==> src/rtl/core_pkg.sv <==
// Shared core definitions: datapath width, reset vector, bubble encoding and
// the fetch-stage state encoding.
package core_pkg;

  localparam int          XLEN      = 32;
  localparam logic [31:0] RESET_PC  = 32'h0040_0000;
  localparam logic [31:0] NOP_INSTR = 32'h0000_0013;

  typedef logic [1:0] fetch_state_t;

  localparam fetch_state_t S_FETCH = 2'd0;
  localparam fetch_state_t S_HOLD  = 2'd1;
  localparam fetch_state_t S_DROP  = 2'd2;

endpackage

==> src/rtl/fetch_stage_ifid_reg.sv <==
// IF/ID pipeline register: flush beats load, load beats bubble, bubble beats hold.
module ifid_reg #(
  parameter int              XLEN      = core_pkg::XLEN,
  parameter logic [31:0]     NOP_INSTR = core_pkg::NOP_INSTR
) (
  input  logic              clk,
  input  logic              rst,
  input  logic              clear,
  input  logic              load,
  input  logic              avail,
  input  logic [31:0]       data,
  input  logic [XLEN-1:0]   pc,
  output logic [XLEN-1:0]   ifid_pc,
  output logic [XLEN-1:0]   ifid_pc4,
  output logic [31:0]       ifid_instr,
  output logic              ifid_valid,
  output logic              fetch_stall
);

  logic [XLEN-1:0] pc_p1;
  logic [XLEN-1:0] pc4_p1;
  logic [31:0]     instr_p1;
  logic            vld_p1;
  logic            stall_p1;

  // IF -> ID boundary
  always_ff @(posedge clk or posedge rst) begin
    if (rst) begin
      pc_p1    <= '0;
      pc4_p1   <= XLEN'(4);
      instr_p1 <= NOP_INSTR;
      vld_p1   <= 1'b0;
      stall_p1 <= 1'b0;
    end else begin
      stall_p1 <= 1'b0;
      if (clear) begin
        instr_p1 <= NOP_INSTR;
        vld_p1   <= 1'b0;
      end else if (load && avail) begin
        pc_p1    <= pc;
        pc4_p1   <= pc + XLEN'(4);
        instr_p1 <= data;
        vld_p1   <= 1'b1;
      end else if (load) begin
        instr_p1 <= NOP_INSTR;
        vld_p1   <= 1'b0;
        stall_p1 <= 1'b1;
      end
    end
  end

  assign ifid_pc     = pc_p1;
  assign ifid_pc4    = pc4_p1;
  assign ifid_instr  = instr_p1;
  assign ifid_valid  = vld_p1;
  assign fetch_stall = stall_p1;

endmodule

==> src/rtl/fetch_stage.sv <==
// Instruction fetch: PC register, single-outstanding imem handshake with a
// one-entry hold buffer, in-flight discard on redirect, and the IF/ID register.
module fetch_stage #(
  parameter int          XLEN      = core_pkg::XLEN,
  parameter logic [31:0] RESET_PC  = core_pkg::RESET_PC,
  parameter logic [31:0] NOP_INSTR = core_pkg::NOP_INSTR
) (
  input  logic              clk,
  input  logic              rst,
  input  logic              in_pcwrite,
  input  logic              in_ifidwrite,
  input  logic              in_ifid_clear,
  input  logic              in_redirect,
  input  logic [XLEN-1:0]   in_redirect_pc,
  output logic              imem_req,
  output logic [XLEN-1:0]   imem_addr,
  input  logic              imem_ack,
  input  logic [31:0]       imem_rdata,
  output logic [XLEN-1:0]   out_ifid_pc,
  output logic [XLEN-1:0]   out_ifid_pc4,
  output logic [31:0]       out_ifid_instr,
  output logic              out_ifid_valid,
  output logic              out_fetch_stall
);

  import core_pkg::*;

  fetch_state_t    state;
  logic [XLEN-1:0] pc;
  logic [XLEN-1:0] drop_addr;
  logic [31:0]     hold_buf;

  logic            avail;
  logic [31:0]     data;
  logic            consumed;
  logic [XLEN-1:0] redirect_tgt;

  assign avail        = ((state == S_FETCH) && imem_ack) || (state == S_HOLD);
  assign data         = (state == S_HOLD) ? hold_buf : imem_rdata;
  assign consumed     = in_ifidwrite && in_pcwrite && avail;
  // Targets are word aligned; the low two bits are dropped here.
  assign redirect_tgt = in_redirect_pc & ~XLEN'(3);

  assign imem_req  = (state == S_FETCH) || (state == S_DROP);
  assign imem_addr = (state == S_DROP) ? drop_addr : pc;

  always_ff @(posedge clk or posedge rst) begin
    if (rst) begin
      pc    <= RESET_PC;
      state <= S_FETCH;
    end else begin
      if (in_redirect) begin
        pc <= redirect_tgt;
      end else if (consumed) begin
        pc <= pc + XLEN'(4);
      end

      case (state)
        S_FETCH: begin
          if (in_redirect) begin
            if (!imem_ack) begin
              state <= S_DROP;
            end
          end else if (imem_ack && !consumed) begin
            state <= S_HOLD;
          end
        end
        S_HOLD: begin
          if (in_redirect || consumed) begin
            state <= S_FETCH;
          end
        end
        S_DROP: begin
          if (imem_ack) begin
            state <= S_FETCH;
          end
        end
        default: state <= S_FETCH;
      endcase
    end
  end

  // The in-flight address and the held instruction are pure data; the state
  // register decides whether they are meaningful.
  always_ff @(posedge clk) begin
    if ((state == S_FETCH) && in_redirect && !imem_ack) begin
      drop_addr <= pc;
    end
    if ((state == S_FETCH) && !in_redirect && imem_ack && !consumed) begin
      hold_buf <= imem_rdata;
    end
  end

  ifid_reg #(
    .XLEN      (XLEN),
    .NOP_INSTR (NOP_INSTR)
  ) u_ifid_reg (
    .clk         (clk),
    .rst         (rst),
    .clear       (in_redirect || in_ifid_clear),
    .load        (in_ifidwrite),
    .avail       (avail),
    .data        (data),
    .pc          (pc),
    .ifid_pc     (out_ifid_pc),
    .ifid_pc4    (out_ifid_pc4),
    .ifid_instr  (out_ifid_instr),
    .ifid_valid  (out_ifid_valid),
    .fetch_stall (out_fetch_stall)
  );

endmodule

==> config.mk <==
export PLATFORM = sky130hd
export DESIGN_NAME = fetch_stage
export DESIGN_NICKNAME = d
export VERILOG_FILES = /design/src/rtl/core_pkg.sv /design/src/rtl/fetch_stage_ifid_reg.sv /design/src/rtl/fetch_stage.sv
export SDC_FILE = /design/constraint.sdc
export NUM_CORES = 1
export LEC_CHECK = 0
export CAP_MARGIN = 20
export CELL_PAD_IN_SITES_DETAIL_PLACEMENT = 1
export CELL_PAD_IN_SITES_GLOBAL_PLACEMENT = 1
export CORE_UTILIZATION = 35
export DETAILED_ROUTE_END_ITERATION = 16
export GPL_TIMING_DRIVEN = 0
export PLACE_DENSITY = 0.79
export SETUP_SLACK_MARGIN = 0.15
export SLEW_MARGIN = 0
export SYNTH_ARGS = -nofsm -noshare
export SYNTH_HDL_FRONTEND = slang
export SYNTH_SLANG_ARGS = --single-unit
==> constraint.sdc <==
create_clock -name clk -period 4.3 [get_ports clk]
set_input_delay 0.86 -clock clk [delete_from_list [all_inputs] [get_ports clk]]
set_output_delay 0.86 -clock clk [all_outputs]
set_load 0.01 [all_outputs]
* Word-level counts from Yosys, hierarchy flattened
Index checks and enable logic that the tools add are counted.
Word-level totals: register bits 196, bits in latches 0, RAM bits 0, ROM bits 0, output and inout port bits 131, logic and storage cells 58, memories kept 0
Operators by class: $add $sub $neg 1, multipliers 0, div/mod/pow operators 0, magnitude comparators 0, eq/ne operators 6, shifts and indexed selects 0, muxes and demuxes 19, bitwise gates (word level) 1, reduce and logical (&&, ||, !) cells 22
Operators with widths (count):
- 32-bit 2-to-1 mux | 7
- 32-bit by 3-bit adder with 32-bit output (second input constant) | 1
- 1-bit logical AND | 10
- 2-bit 2-to-1 mux | 5
- 1-bit 2-to-1 mux | 6
- 2-bit one-hot mux with 3 select lines | 1
- 1-bit logical OR | 4
- 4-bit AND reduction | 1
- 1-bit zero test | 3
- 3-bit by 2-bit inequality test with 1-bit output (second input constant) | 1
- 3-bit inequality test (second input constant) | 1
- 3-bit nonzero test | 1
- 2-bit by 1-bit == test with 1-bit output (second input constant) | 1
- 2-bit == test (second input constant) | 1
- 2-bit zero test | 1
- 2-bit by 1-bit inequality test with 1-bit output (second input constant) | 1
- 2-bit inequality test (second input constant) | 1
- 2-bit AND reduction | 1
- 2-bit nonzero test | 1
- 1-bit NOT | 1

* Logic depth before layout (Yosys ltp)
Gate-level depths: netlist of run 1.
word-level depth 9, depth in mapped cells 7, mapped depth without buffers 6

* By module
A second synthesis of run 1 with hierarchy kept.
Unflattened totals: cells, all modules 778, area total of the unflattened synthesis 8787.2 sq um
Modules (own cells, without submodules):
- fetch_stage | instances 1, cells each 369, area each 4663.2 sq um, seq. area each 2663.8 sq um
- ifid_reg | instances 1, cells each 409, area each 4124.0 sq um, seq. area each 2407.3 sq um

* Worst setup path before layout of run 1
OpenSTA, ideal clock, no wires.
kind input to register, from in imem_ack, to reg hold_buf[0] (enable), setup time 461 ps, arrival time 3675 ps, data required time 3839 ps, path slack 164 ps, stages 4, buffers on the path 1, cell sequence o21ba_2 -> and2_1 -> buf_2 -> nor3_1
On the way: cells in the longest elaborated chain, start to end 5
Ends and longest elaborated chain:
- start: declaration | RTL line fetch_stage.sv:17 | input logic imem_ack,
- 1-bit logical AND | RTL line fetch_stage.sv:38 | assign avail = ((state == S_FETCH) && imem_ack) || (state == S_HOLD);
- 1-bit logical OR | RTL line fetch_stage.sv:38
- 1-bit logical AND | RTL line fetch_stage.sv:40 | assign consumed = in_ifidwrite && in_pcwrite && avail;
- 1-bit zero test | RTL line fetch_stage.sv:89 | if ((state == S_FETCH) && !in_redirect && imem_ack && !consumed) begin
- 1-bit logical AND (*) | RTL line fetch_stage.sv:89
- end signal: assignment | RTL line fetch_stage.sv:90 | hold_buf <= imem_rdata;
- end: declaration | RTL line fetch_stage.sv:31 | logic [31:0] hold_buf;
Mark *: on every way between the ends. The rest lies on a longest branch, timed or not. A chain may end at the register's enable or synchronous reset.

* Worst setup path after layout of run 1
from reg state[1], to out imem_addr[27]
On the way: cells in the longest elaborated chain, start to end 2
Ends and longest elaborated chain:
- start: declaration | RTL line fetch_stage.sv:28 | fetch_state_t state;
- start signal: assignment | RTL line fetch_stage.sv:50 | state <= S_FETCH;
- start signal: assignment | RTL line fetch_stage.sv:62 | state <= S_DROP;
- start signal: assignment | RTL line fetch_stage.sv:65 | state <= S_HOLD;
- 2-bit == test | RTL line fetch_stage.sv:45 | assign imem_addr = (state == S_DROP) ? drop_addr : pc;
- 32-bit 2-to-1 mux | RTL line fetch_stage.sv:45
- end: declaration | RTL line fetch_stage.sv:16 | output logic [XLEN-1:0] imem_addr,
No other way between the ends.

==> results of run 1 <==
per-layer routing:
layer	vias to the layer above	GRT usage	wire length, um
met5	-	0	0
met4	0	0.0574	377
met3	26	0.0526	1620
met2	199	0.370	12600
met1	3195	0.277	11100
li1	3006	-	-
power by group:
group	internal (mW)	switching [mW]	total, mW	leakage [nW]
Clock	0.883	0.757	1.64	0.294
Sequential	2.08	0.147	2.23	2.19
Combinational	0.578	0.521	1.10	2.04
Total	3.54	1.43	4.97	4.52
Yosys cell counts (3+ instances only):
cell type,instances,area share
nor4_2,5,0.0075
dfrtp_1,121,0.36
mux2_2,30,0.040
nand4_1,7,0.0052
nand2_1,203,0.091
xnor2_1,32,0.034
inv_1,3,0.0013
o21ai_0,76,0.046
buf_2,19,0.011
clkbuf_1,27,0.012
and4_1,6,0.0063
nor2_1,18,0.0081
and2_1,4,0.0030
xor2_1,25,0.026
and3_1,5,0.0037
buf_4,10,0.0090
o21ai_1,11,0.0066
dfstp_2,5,0.016
nor3_1,17,0.010
nand3_1,17,0.010
mux2i_1,33,0.040
edfxtp_1,62,0.22
nand4_4,3,0.0076
a21oi_1,3,0.0018
state kept, by name, summed over array words and instances, names as in the netlist:
| register | cells |
|---|---|
| u_ifid_reg.ifid_instr | 32 |
| u_ifid_reg.ifid_pc4 | 30 |
| pc | 30 |
| drop_addr | 30 |
| u_ifid_reg.fetch_stall | 1 |
| u_ifid_reg.ifid_valid | 1 |
| hold_buf | 32 |
| state | 2 |
| u_ifid_reg.ifid_pc | 30 |
cell type report:
| type | instances | share of cell area |
|---|---|---|
| Clock inverter | 14 | 0.0157 |
| Buffer | 57 | 0.0243 |
| Timing Repair Buffer | 198 | 0.177 |
| Sequential cell | 188 | 0.441 |
| Multi-Input combinational cell | 514 | 0.268 |
| Tap cell | 319 | 0.0350 |
| Clock buffer | 18 | 0.0377 |
| Inverter | 3 | 0.00132 |
stage by stage:
stage / power (mW) / setup TNS [ns] / hold WS (ns)
floorplan: 2.70 / 0 / 0.420
global placement: 3.33 / -57.40 / 0.421
detailed placement: 3.37 / 0 / 0.426
CTS: 5.02 / 0 / 0.445
global route: 5.18 / 0 / 0.459
finish: 4.97 / 0 / 0.444
worst reg2reg max path: cells and delay by family, from the launching register on:
family | cells | cell delay (ns)
simple gates | 2 | 1.07
buf+inv | 2 | 0.55
flops | 1 | 0.42
compound gates | 1 | 0.29
how the worst max path moves through the flow:
stage,cells past startpoint,endpoint
after detailed placement,6,hold_buf[3]$_DFFE_PP_
after global placement,5,hold_buf[3]$_DFFE_PP_
after global routing,4,imem_addr[29]
after floorplan,4,hold_buf[0]$_DFFE_PP_
final,4,imem_addr[27]
after CTS,4,imem_addr[27]
cells by family after synthesis:
family          Yosys count  share of synthesized area
buf+inv                  60                     0.0345
fa+ha+maj                 1                    0.00150
simple gates            293                      0.164
flops                   188                      0.602
compound gates           94                     0.0579
other cells               1                   0.000449
mux                      63                     0.0801
xor+xnor                 57                     0.0598
==> out/metrics.cfg, run 1 <==
[cts]
clk_path_buf_depth = 2
postCtsSetupBuffers = 0
htree_levels = 4
root_buffer = clkbuf_16
cts_tree = built
cts_sinks = 188
numCtsBuffers = 17
ctsHoldBuffers = 0
clkTransAtPathRegs_ns = 0.07
worstSkewPairLatency_ns = 0.44
cts_resized = 0

[worst_setup_path]
crit_slowest_cell = clkbuf_1
crit_path_start_kind = flip-flop
path_class = flip-flop to primary output
startpoint = state[1]$_DFFE_PP0P_
crit_required_ns = 3.44
path_cells = nor2b_1 -> clkbuf_1 -> mux2_2 -> clkdlybuf4s50_1
slowest_delay_ns = 0.63
reg2reg_slack_ns = 1.69
reg2reg_to = hold_buf[5]$_DFFE_PP_
cp_top_family = buffers and inverters
crit_fanout = 10
reg2reg_from = state[0]$_DFFE_PP0P_
ff2ff_path_depth = 5
end_kind = primary output
cp_num_buf_inv = 2
arrival_ns = 2.79

[min_path]
min_to = drop_addr[6]$_DFFE_PP_
min_path_type = flip-flop to flip-flop
hold_depth = 0
worstHoldStart = pc[6]$_DFFE_PP0P_

[finish]
stdcell_count = 1311
post-route-util = 0.487
fin_area_um2 = 11400
seqCellArea_um2 = 5020
final_cell_mix = nand2_1 (203), clkdlybuf4s50_1 (193), dfrtp_1 (121), o21ai_0 (76), edfxtp_1 (62)
nets = 1051
layout_commonest_cell = nand2_1
multi_input_area_um2 = 3060
nFillCells = 2580
final_layout_size_suffix_gt1_frac = 0.119
antenna_cells = 0
areaGrowthSynthToFinish_pct = 36.6

[outcome]
status = finished clean

[power_and_ir_drop]
p_per_area_nw_per_um2 = 436
vdd_drop_max_mv = 0.197
power.leakage_nw = 4.52

[synthesis]
synthCells = 757
ys_seq_area_frac = 0.602
postSynthAreaPerCell_um2 = 11.0
async_flop_share = 0.670
synth_cell_types = 39
syn_area_um2 = 8340
synth_seq_cells = 188
ys_warn_count = 0
synth_edf_count = 62
synth_top_flop_cell = dfrtp_1

[timing]
relSlewSlack = 0.332
fin_skew_ns = 0.0169
worst_slack_ns = 0.647
fin_crit_sh = 0.849
slew_viol_final = 0
max_freq_mhz = 274
min_period_ns = 3.65
finalHoldViolations = 0
worst_slew_pin_slew_ns = 0.997
rsz0062_at_grt = no
finalSetupViolCount = 0

[route]
avgViaCountPerCell = 4.90
drt-pass1-iter-count = 4
drcViolationCount = 0
vias = 6426
drt-total-wl_um = 25700
ant_nets = 0
first_iter_violations = 276
wl_per_cell_um = 19.6

[placement]
postPlaceCellArea_um2 = 10800
routabilityCongestion = 0.751
place_ws_ns = 0.676
dp.cells = 1279
portBuffers = 193
dp_hpwl_um = 18700

[die]
initial_core_util = 0.357
die_y_um = 156
row_count = 56
pin_count = 202
die_x_um = 156
core-area_um2 = 23400
dieArea_um2 = 24500

[global_routing]
grt_overflow = 0
grt_max_degree = 41
grt_pass1_vias = 6867
antenna_found_initial = 0
grt_pass1_wl_um = 39600
track_usage = 0.218

[job]
max_cap_violations = 0

Power figures use the tool's default switching activity.
==> run 2, diff against run 1 <==
- CORE_UTILIZATION: 35 -> 39
- PLACE_DENSITY: 0.79 -> 0.83
- clock period: 4.3 -> 3.5 ns (I/O delays scaled with it)
==> run 2 against run 1 <==
Compared with the run above:
- worst setup slack worse by 0.36 ns
- register-to-register slack worse by 0.77 ns
- first-iteration DRC count up 6.5%
- largest power group unchanged
==> out/metrics.cfg, run 2 (synthesis gave the netlist of run 1 again) <==
[die]
dieArea_um2 = 22000  ; was 24,500 um2
die_y_um = 148  ; was 156 um
die_x_um = 148  ; was 156 um
row_count = 53  ; was 56
core-area_um2 = 21000  ; was 23,400 um2
initial_core_util = 0.397  ; was 0.357
pin_count = 202  ; unchanged

[finish]
nFillCells = 2234  ; was 2,580
final_layout_size_suffix_gt1_frac = 0.122  ; was 0.119
layout_commonest_cell = nand2_1  ; unchanged
final_cell_mix = nand2_1 (203), clkdlybuf4s50_1 (193), dfrtp_1 (121), o21ai_0 (76), edfxtp_1 (62)  ; unchanged
nets = 1050  ; was 1,051
stdcell_count = 1268  ; was 1,311
post-route-util = 0.539  ; was 0.487
seqCellArea_um2 = 5020  ; unchanged
areaGrowthSynthToFinish_pct = 35.7  ; was 36.6%
multi_input_area_um2 = 3070  ; was 3060 um2

[worst_setup_path]
crit_fanout = 10  ; unchanged
ff2ff_path_depth = 5  ; unchanged
crit_required_ns = 2.80  ; was 3.44 ns
reg2reg_from = state[0]$_DFFE_PP0P_  ; unchanged
path_cells = nor2b_1 -> clkbuf_2 -> mux2_2 -> clkdlybuf4s50_1  ; was nor2b_1 -> clkbuf_1 -> mux2_2 -> clkdlybuf4s50_1
crit_cells = 4  ; unchanged
cp_top_family = buffers and inverters  ; unchanged
slowest_delay_ns = 0.50  ; was 0.63 ns
crit_path_start_kind = flip-flop  ; unchanged
crit_slowest_cell = clkdlybuf4s50_1  ; was clkbuf_1
cp_num_buf_inv = 2  ; unchanged
startpoint = state[1]$_DFFE_PP0P_  ; unchanged
end_kind = primary output  ; unchanged
arrival_ns = 2.51  ; was 2.79 ns
path_class = flip-flop to primary output  ; unchanged

[power_and_ir_drop]
p_per_area_nw_per_um2 = 532  ; was 436 nW/um2
power.leakage_nw = 4.50  ; was 4.52 nW
vdd_drop_max_mv = 0.302  ; was 0.197 mV
power_mw = 6.02  ; was 4.97 mW

[route]
drt-total-wl_um = 24700  ; was 25,700 um
avgViaCountPerCell = 5.14  ; was 4.90
drcViolationCount = 0  ; unchanged
drt-pass1-iter-count = 4  ; unchanged
vias = 6519  ; was 6,426
wl_per_cell_um = 19.5  ; was 19.6 um
ant_nets = 0  ; unchanged
first_iter_violations = 294  ; was 276

[timing]
fin_skew_ns = 0.00983  ; was 0.0169 ns
min_period_ns = 3.21
rsz0062_at_grt = no  ; unchanged
fin_crit_sh = 0.917
relSlewSlack = 0.356  ; was 0.332
finalHoldViolations = 0  ; unchanged
finalSetupViolCount = 0  ; unchanged
slew_viol_final = 0  ; unchanged
worst_slew_pin_slew_ns = 0.963  ; was 0.997 ns
max_freq_mhz = 311

[placement]
routabilityCongestion = 0.794  ; was 0.751
dp.cells = 1234  ; was 1,279
dp_hpwl_um = 18000  ; was 18,700 um
portBuffers = 193  ; unchanged

[job]
max_cap_violations = 0  ; unchanged

[cts]
worstSkewPairLatency_ns = 0.44  ; about the same
root_buffer = clkbuf_16  ; unchanged
cts_sinks = 188  ; unchanged
numCtsBuffers = 17  ; unchanged
ctsHoldBuffers = 0  ; unchanged
htree_levels = 4  ; unchanged
cts_tree = built  ; unchanged
clk_path_buf_depth = 2  ; unchanged
clkTransAtPathRegs_ns = 0.08  ; was 0.07 ns
postCtsSetupBuffers = 0  ; unchanged

[min_path]
hold_depth = 0  ; unchanged
min_path_type = flip-flop to flip-flop  ; unchanged
worstHoldStart = pc[10]$_DFFE_PP0P_  ; was pc[6]$_DFFE_PP0P_

[global_routing]
track_usage = 0.235  ; was 0.218
grt_pass1_vias = 6869  ; was 6,867
antenna_found_initial = 2  ; was 0
grt_pass1_wl_um = 38800  ; was 39,600 um
grt_overflow = 0  ; unchanged
grt_max_degree = 41  ; unchanged

[outcome]
status = finished clean  ; unchanged

## run 2: cell types whose count changed in the layout (fill, tap and decap cells not counted), sizes merged
| cell | before | now |
|---|---|---|
| inv | 7 | 9 |
| bufinv | 2 | 1 |
| clkbuf | 46 | 45 |
| diode | 0 | 2 |
| buf | 34 | 33 |
| clkinv | 6 | 2 |
| clkinvlp | 2 | 6 |
## run 2: worst register-to-register path, delay by kind of cell (launching register included)
family / cells / cell delay, ns
buffers and inverters: 2 / 0.53
and+or+nand+nor: 2 / 1.05
AOI/OAI and AO/OA: 1 / 0.28
DFF: 1 / 0.42
## run 2: metal layers
metal | vias to the layer above | part of all wire | track usage | wire length [um]
met1 | 3283 | 0.44 | 0.311 | 10800
met5 | - | 0 | 0 | 0
met4 | 0 | 0.017 | 0.0763 | 413
met2 | 201 | 0.49 | 0.392 | 12200
met3 | 31 | 0.055 | 0.0405 | 1350
li1 | 3004 | - | - | -
## run 2: metrics by stage
| stage | setup WS, ns | TNS, ns | area (um2) | hold WS [ns] |
|---|---|---|---|---|
| floorplan | 0.514 | 0 | 8370 | 0.420 |
| global placement | -0.881 | -45.94 | 10600 | 0.421 |
| detailed placement | 0.100 | 0 | 10700 | 0.426 |
| CTS | 0.260 | 0 | 11300 | 0.445 |
| global route | 0.229 | 0 | 11300 | 0.453 |
| finish | 0.289 | 0 | 11300 | 0.444 |
## run 2: final timing paths
kind	end	slack, ns
setup / recovery	imem_addr[6]	0.29
hold / removal	drop_addr[10]$_DFFE_PP_	0.44
setup reg to reg	hold_buf[24]$_DFFE_PP_	0.92
hold reg to reg	drop_addr[10]$_DFFE_PP_	0.44
max in group asynchronous	u_ifid_reg.ifid_instr[4]$_DFFE_PP1P_	1.97
min in group asynchronous	u_ifid_reg.ifid_instr[22]$_DFFE_PP0P_	0.79
## run 2: power breakdown
| group | switching, mW | leakage, nW | internal, mW |
|---|---|---|---|
| sequential | 0.186 | 2.19 | 2.56 |
| combinational | 0.630 | 2.04 | 0.710 |
| clock | 0.928 | 0.270 | 1.01 |
## run 2: final cells by class
class                   instances  share of cell area
multi-input cells             514               0.271
clock inverters                15              0.0138
plain buffers                  57              0.0248
clock buffers                  17              0.0376
flip-flops and latches        188               0.444
repair buffers                197               0.177
well taps                     275              0.0304
inverters                       3             0.00133
diodes                          2            0.000442
## run 2: repair_timing
action / in CTS / in global routing
gates resized for setup: 3 / 0
setup endpoints to repair: 29 / 0
hold endpoints to repair: 0 / 0
